## src/rtl/run_decoder.sv

```systemverilog
// run_decoder: expands one block's DC / AC run-length token stream into 64 signed
// scan-order coefficients. Define RUN_DECODER_DC_PRED_EN to treat in_dc as a DC difference.
module run_decoder (
    input  logic               clk,
    input  logic               rst,
    input  logic               ena_in,
    output logic               rdy_out,
    input  logic               dc,
    input  logic signed [10:0] in_dc,
    input  logic [3:0]         run,
    input  logic [3:0]         size,
    input  logic [9:0]         in,
    output logic               ena_out,
    input  logic               rdy_in,
    output logic signed [10:0] out,
    output logic [5:0]         idx,
    output logic               done,
    output logic               err
);

    typedef enum logic [2:0] {
        S_DC,
        S_AC,
        S_ZERO,
        S_VAL,
        S_FILL
    } state_t;

    state_t             state, state_nx;
    logic [3:0]         zcnt, zcnt_nx;
    logic signed [10:0] hold, hold_nx;
    logic               has_val, has_val_nx;
    logic               last, last_nx;
    logic               ena_out_nx;
    logic signed [10:0] out_nx;
    logic [5:0]         idx_nx;
    logic               done_nx;
    logic               err_nx;

    logic               xfer;
    logic               adv;
    logic               tok;
    logic [6:0]         pos;
    logic               eob;
    logic               zrl_like;
    logic [3:0]         eff_run;
    logic [3:0]         rem;
    logic [6:0]         end_pos;
    logic               overrun;
    logic               tok_last;
    logic               tok_has_val;
    logic signed [10:0] ac_val;
    logic signed [10:0] dc_val;
    state_t             after_zero;
    state_t             tok_after_zero;

    assign xfer    = ena_out && rdy_in;
    assign adv     = !ena_out || rdy_in;
    assign rdy_out = rst && (state == S_DC || state == S_AC) && adv;
    assign tok     = ena_in && rdy_out;

    // Index the first coefficient of an accepted token will occupy: the slot after
    // the one currently presented, since acceptance implies that one transfers now.
    assign pos      = {1'b0, idx} + {6'd0, ena_out};
    assign eob      = (size == 4'd0) && (run == 4'd0);
    assign zrl_like = (size == 4'd0) && (run != 4'd0);
    assign eff_run  = zrl_like ? 4'd15 : run;
    assign end_pos  = pos + {3'd0, eff_run};
    assign overrun  = end_pos > 7'd63;
    assign tok_last = end_pos == 7'd63;

    assign tok_has_val = !zrl_like;
    assign rem         = zrl_like ? 4'd15 : run - 4'd1;
    assign ac_val      = {in[9], in} + {10'd0, in[9]};

    assign after_zero     = has_val ? S_VAL : (last ? S_DC : S_AC);
    assign tok_after_zero = tok_has_val ? S_VAL : (tok_last ? S_DC : S_AC);

`ifdef RUN_DECODER_DC_PRED_EN
    logic signed [10:0] pred;

    assign dc_val = pred + in_dc;

    always_ff @(posedge clk or negedge rst) begin
        if (!rst) begin
            pred <= '0;
        end else if (tok && state == S_DC && dc) begin
            pred <= dc_val;
        end
    end
`else
    assign dc_val = in_dc;
`endif

    always_comb begin
        // NOTE: every signal written here gets its hold value first, so no path leaves it unassigned and no latch is inferred.
        state_nx   = state;
        zcnt_nx    = zcnt;
        hold_nx    = hold;
        has_val_nx = has_val;
        last_nx    = last;
        out_nx     = out;
        ena_out_nx = ena_out && !rdy_in;
        idx_nx     = xfer ? idx + 6'd1 : idx;
        done_nx    = done || (xfer && idx == 6'd63);
        err_nx     = err;

        unique case (state)
            S_DC: begin
                if (tok) begin
                    if (dc) begin
                        out_nx     = dc_val;
                        ena_out_nx = 1'b1;
                        done_nx    = 1'b0;
                        state_nx   = S_AC;
                    end else begin
                        err_nx = 1'b1;
                    end
                end
            end
            S_AC: begin
                if (tok) begin
                    if (dc) begin
                        err_nx = 1'b1;
                    end else if (eob || overrun) begin
                        // Both cases zero-fill the rest of the block; an overrun drops its value.
                        out_nx     = '0;
                        ena_out_nx = 1'b1;
                        err_nx     = err || overrun;
                        state_nx   = (pos == 7'd63) ? S_DC : S_FILL;
                    end else begin
                        err_nx     = err || (zrl_like && run != 4'd15);
                        hold_nx    = ac_val;
                        has_val_nx = tok_has_val;
                        last_nx    = tok_last;
                        ena_out_nx = 1'b1;
                        if (tok_has_val && run == 4'd0) begin
                            out_nx   = ac_val;
                            state_nx = tok_last ? S_DC : S_AC;
                        end else begin
                            out_nx   = '0;
                            zcnt_nx  = rem;
                            state_nx = (rem == 4'd0) ? tok_after_zero : S_ZERO;
                        end
                    end
                end
            end
            S_ZERO: begin
                if (adv) begin
                    out_nx     = '0;
                    ena_out_nx = 1'b1;
                    zcnt_nx    = zcnt - 4'd1;
                    if (zcnt == 4'd1) begin
                        state_nx = after_zero;
                    end
                end
            end
            S_VAL: begin
                if (adv) begin
                    out_nx     = hold;
                    ena_out_nx = 1'b1;
                    state_nx   = last ? S_DC : S_AC;
                end
            end
            S_FILL: begin
                if (adv) begin
                    out_nx     = '0;
                    ena_out_nx = 1'b1;
                    if (pos == 7'd63) begin
                        state_nx = S_DC;
                    end
                end
            end
            default: begin
                state_nx = S_DC;
            end
        endcase
    end

    always_ff @(posedge clk or negedge rst) begin
        if (!rst) begin
            state   <= S_DC;
            zcnt    <= '0;
            hold    <= '0;
            has_val <= 1'b0;
            last    <= 1'b0;
            ena_out <= 1'b0;
            out     <= '0;
            idx     <= '0;
            done    <= 1'b1;
            err     <= 1'b0;
        end else begin
            // NOTE: state registers update with nonblocking assignments so every flop samples pre-edge values.
            state   <= state_nx;
            zcnt    <= zcnt_nx;
            hold    <= hold_nx;
            has_val <= has_val_nx;
            last    <= last_nx;
            ena_out <= ena_out_nx;
            out     <= out_nx;
            idx     <= idx_nx;
            done    <= done_nx;
            err     <= err_nx;
        end
    end

endmodule

```

## config.mk

```make
export PLATFORM = sky130hd
export DESIGN_NAME = run_decoder
export DESIGN_NICKNAME = d
export VERILOG_FILES = /design/src/rtl/run_decoder.sv
export SDC_FILE = /design/constraint.sdc
export NUM_CORES = 1
export LEC_CHECK = 0
export CELL_PAD_IN_SITES_DETAIL_PLACEMENT = 0
export CELL_PAD_IN_SITES_GLOBAL_PLACEMENT = 1
export CORE_MARGIN = 3
export CORE_UTILIZATION = 28
export DETAILED_ROUTE_END_ITERATION = 8
export GPL_ROUTABILITY_DRIVEN = 0
export PLACE_DENSITY = 0.67
export SYNTH_ARGS = -nofsm -noshare
export SYNTH_HDL_FRONTEND = slang
export SYNTH_SLANG_ARGS = --single-unit
```

## constraint.sdc

```tcl
create_clock -name clk -period 3.3 [get_ports clk]
set_clock_uncertainty 0.05 [all_clocks]
set_input_delay 0.66 -clock clk [delete_from_list [all_inputs] [get_ports clk]]
set_output_delay 0.66 -clock clk [all_outputs]
set_load 0.01 [all_outputs]
```

# Word level (Yosys, flattened, before mapping)
# Index checks and enable logic that the tools add are counted.
# classes
add_sub_neg	6
order_cmp	1
n_eq_ne	22
n_mux	50
n_bitwise	2
reduce_logical	34
# ops
operator	count
11-bit two-way mux	8
3-bit two-way mux	15
11-bit case mux with 4 select lines	1
4-bit two-way mux	7
2-bit inequality test, second input constant	12
1-bit two-way mux	15
3-bit case mux with 5 select lines	1
7-bit by 6-bit equality test with 1-bit output, second input constant	2
4-bit logical NOT	3
10-bit by 2-bit adder with 11-bit output	1
1-bit logical AND	10
9-bit AND reduction	1
4-bit case mux with 2 select lines	1
4-bit AND reduction	2
4-bit nonzero test	2
4-bit by 1-bit subtractor with 4-bit output, second input constant	2
6-bit by 1-bit adder with 7-bit output	1
7-bit by 4-bit adder with 7-bit output	1
7-bit by 6-bit greater-than comparator with 1-bit output, second input constant	1
7-bit AND reduction	1
6-bit by 1-bit adder with 6-bit output, second input constant	1
3-bit by 2-bit equality test with 1-bit output, second input constant	2
6-bit equality test, second input constant	1
1-bit logical OR	6
other kinds (14)	18
# totals
ff_bits	40
input_bits	34
wordCells	125

# Depth between registers and ports, before layout
# Gate-level depths: netlist of run 1.
# logic_depth
word_depth	13
ltp_mapped	14

# Least setup slack after synthesis of run 1
# Ideal clock, no wire load.
# synth_timing
kind	input-to-reg
startpoint	in run[0]
endpoint	reg has_val
arrival_ns	3.520
slack_ns	-0.394
cell_stages	14
path_buffers	1
path_cell_list	inv_1 ha_1 nor3b_2 nand2b_1 nand2_1 ha_1 fa_1 nand3_1 a31oi_1 o21a_2 nor3_4 and2_1 buf_4 mux2_2
# synth_via
elab_chain_len	8
word_cells_on_any_way	11
classes_between	add/sub (1); order compare (1); mux (1); bitwise (1); reduce/logical (7)
# synth_rtl
item	line_no	source
start, declared	10	input logic [3:0] run,
4-bit nonzero test	66	assign zrl_like = (size == 4'd0) && (run != 4'd0);
1-bit logical AND	66	
4-bit two-way mux	67	assign eff_run = zrl_like ? 4'd15 : run;
7-bit by 4-bit adder with 7-bit output	68	assign end_pos = pos + {3'd0, eff_run};
7-bit by 6-bit greater-than comparator with 1-bit output	69	assign overrun = end_pos > 7'd63;
1-bit logical OR	125	end else if (eob || overrun) begin
1-bit inverter (no line)	--	
4-bit AND reduction (no line)	--	
end signal, assigned	197	has_val <= has_val_nx;
end, declared	32	logic has_val, has_val_nx;
# Several ways; a longest one is shown, not always the timed one.
# A chain may end at the register's enable or synchronous reset.

# Worst setup path after layout of run 1
# layout_timing
startpoint	in run[1]
endpoint	reg state[0]
# layout_via
elab_chain_len	13
word_cells_on_any_way	22
classes_between	add/sub (2); order compare (1); eq/ne (1); mux (10); reduce/logical (8)
# layout_rtl
item	line_no	source
4-bit nonzero test	66	
1-bit logical AND	66	
4-bit two-way mux	67	
7-bit by 4-bit adder with 7-bit output	68	
7-bit by 6-bit equality test with 1-bit output	70	assign tok_last = end_pos == 7'd63;
1-bit two-way mux	77, 139	
3-bit two-way mux	77	assign tok_after_zero = tok_has_val ? S_VAL : (tok_last ? S_DC : S_AC);
3-bit two-way mux	143	state_nx = (rem == 4'd0) ? tok_after_zero : S_ZERO;
3-bit two-way mux	137	if (tok_has_val && run == 4'd0) begin
3-bit two-way mux *	125	
3-bit two-way mux *	123	if (dc) begin
3-bit two-way mux *	122	if (tok) begin
3-bit case mux with 5 select lines *	108	unique case (state)
end signal, assigned	194	state <= state_nx;
end, declared	29	state_t state, state_nx;
# Every way passes the cells marked *; elsewhere a longest branch is shown, timed or not. The select of a mux whose other input is x is not followed.

==> metrics.md, run 1 <==
| Metric | Value |
|---|---|
| Status | `complete, no violations` |
| Overflow after GRT | `0` |
| Port buffer count | `54` |
| Most instantiated cells after synthesis | `dfrtp_1, nand2_1, nor2_1` |
| Fmax | `316 MHz` |
| Ant diodes | `0` |
| Final Setup Violations | `0` |
| Post-Syn Area per Cell | `9.04 um2` |
| Synthesized cell area | `0.00284 mm2` |
| CP Max Fanout | `5` |
| H-tree lvl count | `2` |
| Initial antenna violation count | `0` |
| Die area | `0.0114 mm2` |
| Crit path arrival time | `3.33 ns` |
| Max Cap Violations | `0` |
| Clock Tree Buf Depth | `2` |
| Area leader, netlist | `dfrtp_1` |
| First-pass GRT wire length | `13400 um` |
| Clock Sinks | `40` |
| Leakage | `1.63 nW` |
| CTS Root Cell | `clkbuf_8` |
| TNS Setup | `0 ns` |
| Crit path required time | `3.47 ns` |
| RSZ-0062 raised after global routing | `yes` |
| Ys flop type | `dfrtp_1` |
| Worst setup margin | `0.137 ns` |
| Final ANT Viol Nets | `0` |
| Final nets | `442` |
| Vias in the first global route | `2591` |
| Placement Setup Slack | `-0.516 ns` |
| Flop2flop setup slack | `0.29 ns` |
| Hold Buf Count CTS | `0` |
| Seq/Total Area, Yosys | `0.353` |
| Iter 0 DRT Violations | `111` |
| Worst R2R End | `state[0]` |
| Hold WS | `0.144 ns` |
| Fraction of registers with async set or reset after synthesis | `1.00` |
| Synth top area share | `0.344` |
| WL/cell | `15.4 um` |
| Hpwl dp | `6320 um` |
| Post-synth net total | `363` |
| Largest net degree at the start of global routing | `39` |
| Reg-to-Reg Start | `idx[0]` |
| CP Class | `in2reg` |
| Worst setup EP type | `flop` |
| Pins Over Slew Limit | `0` |
| Fin cells | `527` |
| Hold Violations, Final | `0` |
| Period Utilization, post-route | `0.958` |
| Layout area overhead | `42.7%` |
| Vias per cell | `4.96` |
| Clk_lat worst skew | `0.29 ns` |
| Min cycle time layout | `3.16 ns` |
| Routed via count | `2616` |
| Drt pass-1 iters | `4` |
| Top-count cell post-synth | `dfrtp_1` |
| Core area | `0.00982 mm2` |
| Pwr dens | `868 mW/mm2` |
| CTS tree | `yes` |
| VDD IR max | `0.288 mV` |
| Post-synth EDFFs | `0` |
| Starting Density | `0.289` |
| Share of layout cells above drive strength 1 | `0.223` |
| Ys Warns | `0` |
| Finished Cell Area | `0.00405 mm2` |
| Worst setup SP type | `primary input` |
| Placed cells | `513` |
| # DRC | `0` |
| PnR Total Power | `3.51 mW` |
| I/O pin cnt | `55` |
| Die W | `107 um` |
| Post-layout util | `0.412` |
| All-Layer GR Usage | `0.147` |
| Clock slew at reported path FFs | `0.08 ns` |
| Reg2reg path depth | `10` |
| Register bit total from synthesis | `40` |
| Total CTS buffers | `5` |
| DP Area | `0.00379 mm2` |
| WL final | `8110 um` |
| Worst hold path type | `in2async` |
| Rows | `36` |
| Worst Setup SP | `run[1]` |
| Cells after Synth | `314` |
| Die Y-Extent | `107 um` |
| Synth unique cells | `57` |
| Max_slew headroom | `0.322` |
| Synth top area cells | `dfrtp_1, ha_1, mux2_2` |
| Worst-margin pin slew | `1.01 ns` |
-- critical path, stage by stage --
cell      delay (ns)
buf_2           0.10
buf_6           0.13
inv_16          0.05
ha_4            0.11
nor3b_4         0.18
nand2b_4        0.19
nand2_2         0.07
ha_4            0.16
fa_2            0.36
nand3_4         0.11
a31oi_1         0.09
o21a_2          0.25
nor4_4          0.25
or4b_1          0.46
o21ai_1         0.14
-- per-layer routing --
layer	part of all wire	global-route usage	vias to the layer above	wire length, um
li1	-	-	1299	-
met1	0.48	0.213	1273	3890
met2	0.48	0.232	40	3870
met3	0.037	0.0235	4	302
met4	0.0067	0.0301	0	54
met5	0	0	-	0
-- kinds of logic (layout without fill, tap and decap cells) --
logic type / after synthesis / in the layout / share of synthesized area
compound gates: 58 / 58 / 0.150
fa+ha+maj: 15 / 15 / 0.0688
xor+xnor: 21 / 21 / 0.0675
flops: 40 / 40 / 0.353
buf+inv: 25 / 105 / 0.0423
mux: 15 / 15 / 0.0586
simple gates: 140 / 140 / 0.259
-- cell usage in the layout (no fill, tap or decap), types with 8 or more instances in the layout --
cell,instances
clkdlybuf4s50_1,49
dfrtp_1,39
nor2_1,32
nand2_1,31
buf_4,29
nand3_1,24
nor3_1,19
xnor2_1,14
a311oi_1,11
mux2_4,10
ha_1,10
inv_1,8
-- repair_timing --
item / CTS / global route
buffers inserted: 5 / 1
endpoints found under the setup margin: 32 / 18
pin swaps: 10 / 3
gates resized for setup: 18 / 4
-- worst max-delay path by stage --
stage | to | slack, ns
final | state[0] | 0.14
after detailed placement | out[5] | -0.52
after global routing | state[0] | -0.03
after CTS | state[0] | 0.02
after floorplan | has_val | -0.02
after global placement | state[0] | -0.44
-- area by class of cell --
cell class / count / area, um2
fillers: 1012 / 5770
repair buffers: 87 / 795
multi-input cells: 249 / 1860
flip-flops and latches: 40 / 1000
clock inverters: 3 / 90.1
well taps: 133 / 166
clock buffers: 5 / 68.8
inverters: 10 / 66.3
-- power by group --
part	internal (mW)	switching, mW	leakage [nW]	total (mW)
combinational	1.03	0.956	1.08	1.98
clock	0.378	0.177	0.0784	0.556
sequential	0.725	0.251	0.473	0.977
total	2.13	1.38	1.63	3.51
-- sequential cells by signal, indices dropped and copies added, names as in the netlist --
name / cells
hold: 11
idx: 6
zcnt: 4
has_val: 1
state: 3
ena_out: 1
done: 1
last: 1
err: 1
out: 11
No activity file was read; power rests on OpenSTA's default activity.
==> inputs of run 2 (changes only) <==
--- a/config.mk
+++ b/config.mk
@@ -12,6 +12,7 @@
 export DETAILED_ROUTE_END_ITERATION = 8
 export GPL_ROUTABILITY_DRIVEN = 0
 export PLACE_DENSITY = 0.67
+export RECOVER_POWER = 25
 export SYNTH_ARGS = -nofsm -noshare
 export SYNTH_HDL_FRONTEND = slang
 export SYNTH_SLANG_ARGS = --single-unit
==> constraint.sdc (replaced) <==
create_clock -name clk -period 3.5 [get_ports clk]
set_clock_uncertainty 0.05 [all_clocks]
set_input_delay 0.7 -clock clk [delete_from_list [all_inputs] [get_ports clk]]
set_output_delay 0.7 -clock clk [all_outputs]
set_load 0.01 [all_outputs]
==> run 2 against run 1 <==
Net effect: core utilization shrank 2.6 points; highest routed layer unchanged; sequential power shrank 6.8%; the flow now finishes with violations (max-capacitance violations, max-slew violations); first-iteration DRC count grew 6.3%; worst setup slack gained 0.080 ns; largest cell class unchanged; sequential share of layout area grew 1.7 points; clock power shrank 43%.
==> metrics.md, run 2 (synthesis gave the netlist of run 1 again) <==
| Metric | Value |
|---|---|
| Max Cap Violations | `1 (+1)` |
| Worst R2R End | `state[0]` |
| Max layer used | `met4` |
| Combinational share of power | `0.585 (+0.021)` |
| Period Utilization, post-route | `0.938` |
| Finished Cell Area | `0.00379 mm2 (-6.4%)` |
| Met2 wire len | `3600 um (-6.9%)` |
| TNS Setup | `0 ns (unchanged)` |
| Drt pass-1 iters | `4 (unchanged)` |
| NetSw | `1.26 mW (-8.7%)` |
| Metal1 wirelength | `3880 um (-0.31%)` |
| Final nets | `435 (-1.6%)` |
| CP Class | `in2reg` |
| Worst Setup SP | `size[1]` |
| Sequential Area | `0.00100 mm2 (unchanged)` |
| Clock Sinks | `40 (unchanged)` |
| WL final | `7740 um (-4.6%)` |
| Initial antenna violation count | `0 (unchanged)` |
| Total CTS buffers | `5 (unchanged)` |
| First-pass GRT wire length | `12700 um (-5.4%)` |
| Flop2flop setup slack | `0.51 ns (+0.22 ns)` |
| WL/cell | `14.9 um (-3.3%)` |
| Pwr dens | `781 mW/mm2 (-10%)` |
| Biggest regs | `hold x11, out x11, idx x6` |
| Die area | `0.0114 mm2 (unchanged)` |
| Failing checks | `max-capacitance violations, max-slew violations` |
| Reg-to-Reg Start | `idx[0]` |
| Vias in the first global route | `2574 (-0.66%)` |
| Final ANT Viol Nets | `0 (unchanged)` |
| Pins Over Slew Limit | `31 (+31)` |
| Rows | `36 (unchanged)` |
| Clock slew at reported path FFs | `0.09 ns (about the same)` |
| Overflow after GRT | `0 (unchanged)` |
| Switching Fraction | `0.427 (+0.0326)` |
| Ant diodes | `0 (unchanged)` |
| Hold Violations, Final | `0 (unchanged)` |
| CP Max Fanout | `3 (-2)` |
| Crit path required time | `3.63 ns (+0.16 ns)` |
| I/O pin cnt | `55 (unchanged)` |
| Min cycle time layout | `3.28 ns` |
| Starting Density | `0.289 (unchanged)` |
| RSZ-0062 raised after global routing | `no` |
| Worst setup EP type | `flop` |
| Most frequent cells in the layout | `clkdlybuf4s50_1, dfrtp_1, nand2_1, nor2_1, nand3_1` |
| Status | `complete, but fails checks` |
| Core area | `0.00982 mm2 (unchanged)` |
| DP Area | `0.00369 mm2 (-2.6%)` |
| Worst hold path type | `in2async` |
| VDD IR max | `0.330 mV (+15%)` |
| Clock share of power | `0.107 (-0.051)` |
| Sequential share of power | `0.308 (+0.030)` |
| End point of the critical path | `state[0]` |
| Port buffer count | `54 (unchanged)` |
| Fill count | `1051 (+3.9%)` |
| Die W | `107 um (unchanged)` |
| Int Pwr | `1.70 mW (-20%)` |
| Routed via count | `2556 (-2.3%)` |
| Reg2reg path depth | `11 (+1)` |
| Worst setup SP type | `primary input` |
| Largest net degree at the start of global routing | `31 (-21%)` |
| Iter 0 DRT Violations | `118 (+6.3%)` |
| Metal3 WL | `183 um (-39%)` |
| H-tree lvl count | `2 (unchanged)` |
| Layout area overhead | `33.6%` |
| Multi-input logic area | `0.00175 mm2 (-6.1%)` |
| Share of layout cells above drive strength 1 | `0.178 (-0.0451)` |
| CTS Root Cell | `clkbuf_8` |
| Most common cell after layout, fill and taps aside | `clkdlybuf4s50_1` |
| Clock Tree Buf Depth | `2 (unchanged)` |
| Fmax | `305 MHz` |
| Hold Buf Count CTS | `0 (unchanged)` |
| PnR Total Power | `2.96 mW (-16%)` |
| CTS tree | `yes` |
| Leakage | `1.52 nW (-7.0%)` |
| Die Y-Extent | `107 um (unchanged)` |
| Clk_lat worst skew | `0.29 ns (about the same)` |
| Crit path arrival time | `3.41 ns (+0.08 ns)` |
| All-Layer GR Usage | `0.136 (-0.0105)` |
| Hpwl dp | `5920 um (-6.5%)` |
| Final Setup Violations | `0 (unchanged)` |
| Worst-margin pin slew | `1.66 ns (+0.647 ns)` |
| Vias per cell | `4.92 (-0.98%)` |
| Max_slew headroom | `-0.105 (-0.426)` |
| # DRC | `0 (unchanged)` |
## run 2: changes by cell type in the layout (fill, tap and decap cells not counted), sizes merged
cell	previous run	this run
buf	36	25
clkbuf	5	7
dlymetal6s2s	0	1
bufinv	3	0
clkinv	0	3
clkdlybuf4s50	49	50
## run 2: final cells by class
type | count | share of cell area
Tap cell | 133 | 0.0439
Multi-Input combinational cell | 249 | 0.461
Clock inverter | 3 | 0.00495
Inverter | 10 | 0.00990
Clock buffer | 5 | 0.0181
Timing Repair Buffer | 80 | 0.198
Sequential cell | 40 | 0.264
## run 2: critical path, stage by stage
cell and delay (ns):
clkdlybuf4s50_1 0.44, nor4_4 0.39, nand2b_4 0.09, buf_4 0.15, nand2_1 0.12, ha_1 0.26, a211oi_1 0.27, o21bai_1 0.15
a21boi_0 0.16, o21ai_0 0.23, nor4b_1 0.34, o21ai_1 0.12
## run 2: repair_timing
item | in CTS | in global routing
buffers inserted | 2 | 0
resized for setup | 4 | 3
hold endpoints to repair | 0 | 0
pin swaps | 5 | 5
endpoints found under the setup margin | 1 | 12
## run 2: worst min-delay path by stage
stage	endpoint	slack, ns	cells after the start
6_report	has_val	0.41	1
5_1_grt	err	0.45	1
4_1_cts	has_val	0.25	1
3_5_place_dp	err	0.41	1
3_3_place_gp	err	0.41	1
2_1_floorplan	ena_out	0.35	0
## run 2: routing by layer
metal / vias to the layer above / global-route usage
li1: 1284 / -
met1: 1227 / 0.200
met2: 39 / 0.212
met3: 6 / 0.0211
met4: 0 / 0.0301
met5: - / 0
## run 2: stage by stage
step | worst slack (ns) | hold WS [ns] | cells | utilization
after floorplan | 0.000634 | 0.354 | 314 | -
after global placement | -0.284 | 0.405 | 510 | 0.375
after detailed placement | -0.322 | 0.412 | 510 | 0.375
after CTS | 0.0892 | 0.245 | 520 | 0.386
after global routing | 0.0316 | 0.454 | 520 | 0.386
final | 0.218 | 0.408 | 520 | 0.386
## run 2: power groups by stage
stage	Combinational, mW	Sequential (mW)	Clock, mW
after floorplan	1.10	0.867	0
after global placement	1.71	0.908	0
after detailed placement	1.72	0.919	0
after CTS	1.75	0.912	0.324
after global routing	1.93	0.946	0.341
final	1.73	0.911	0.317
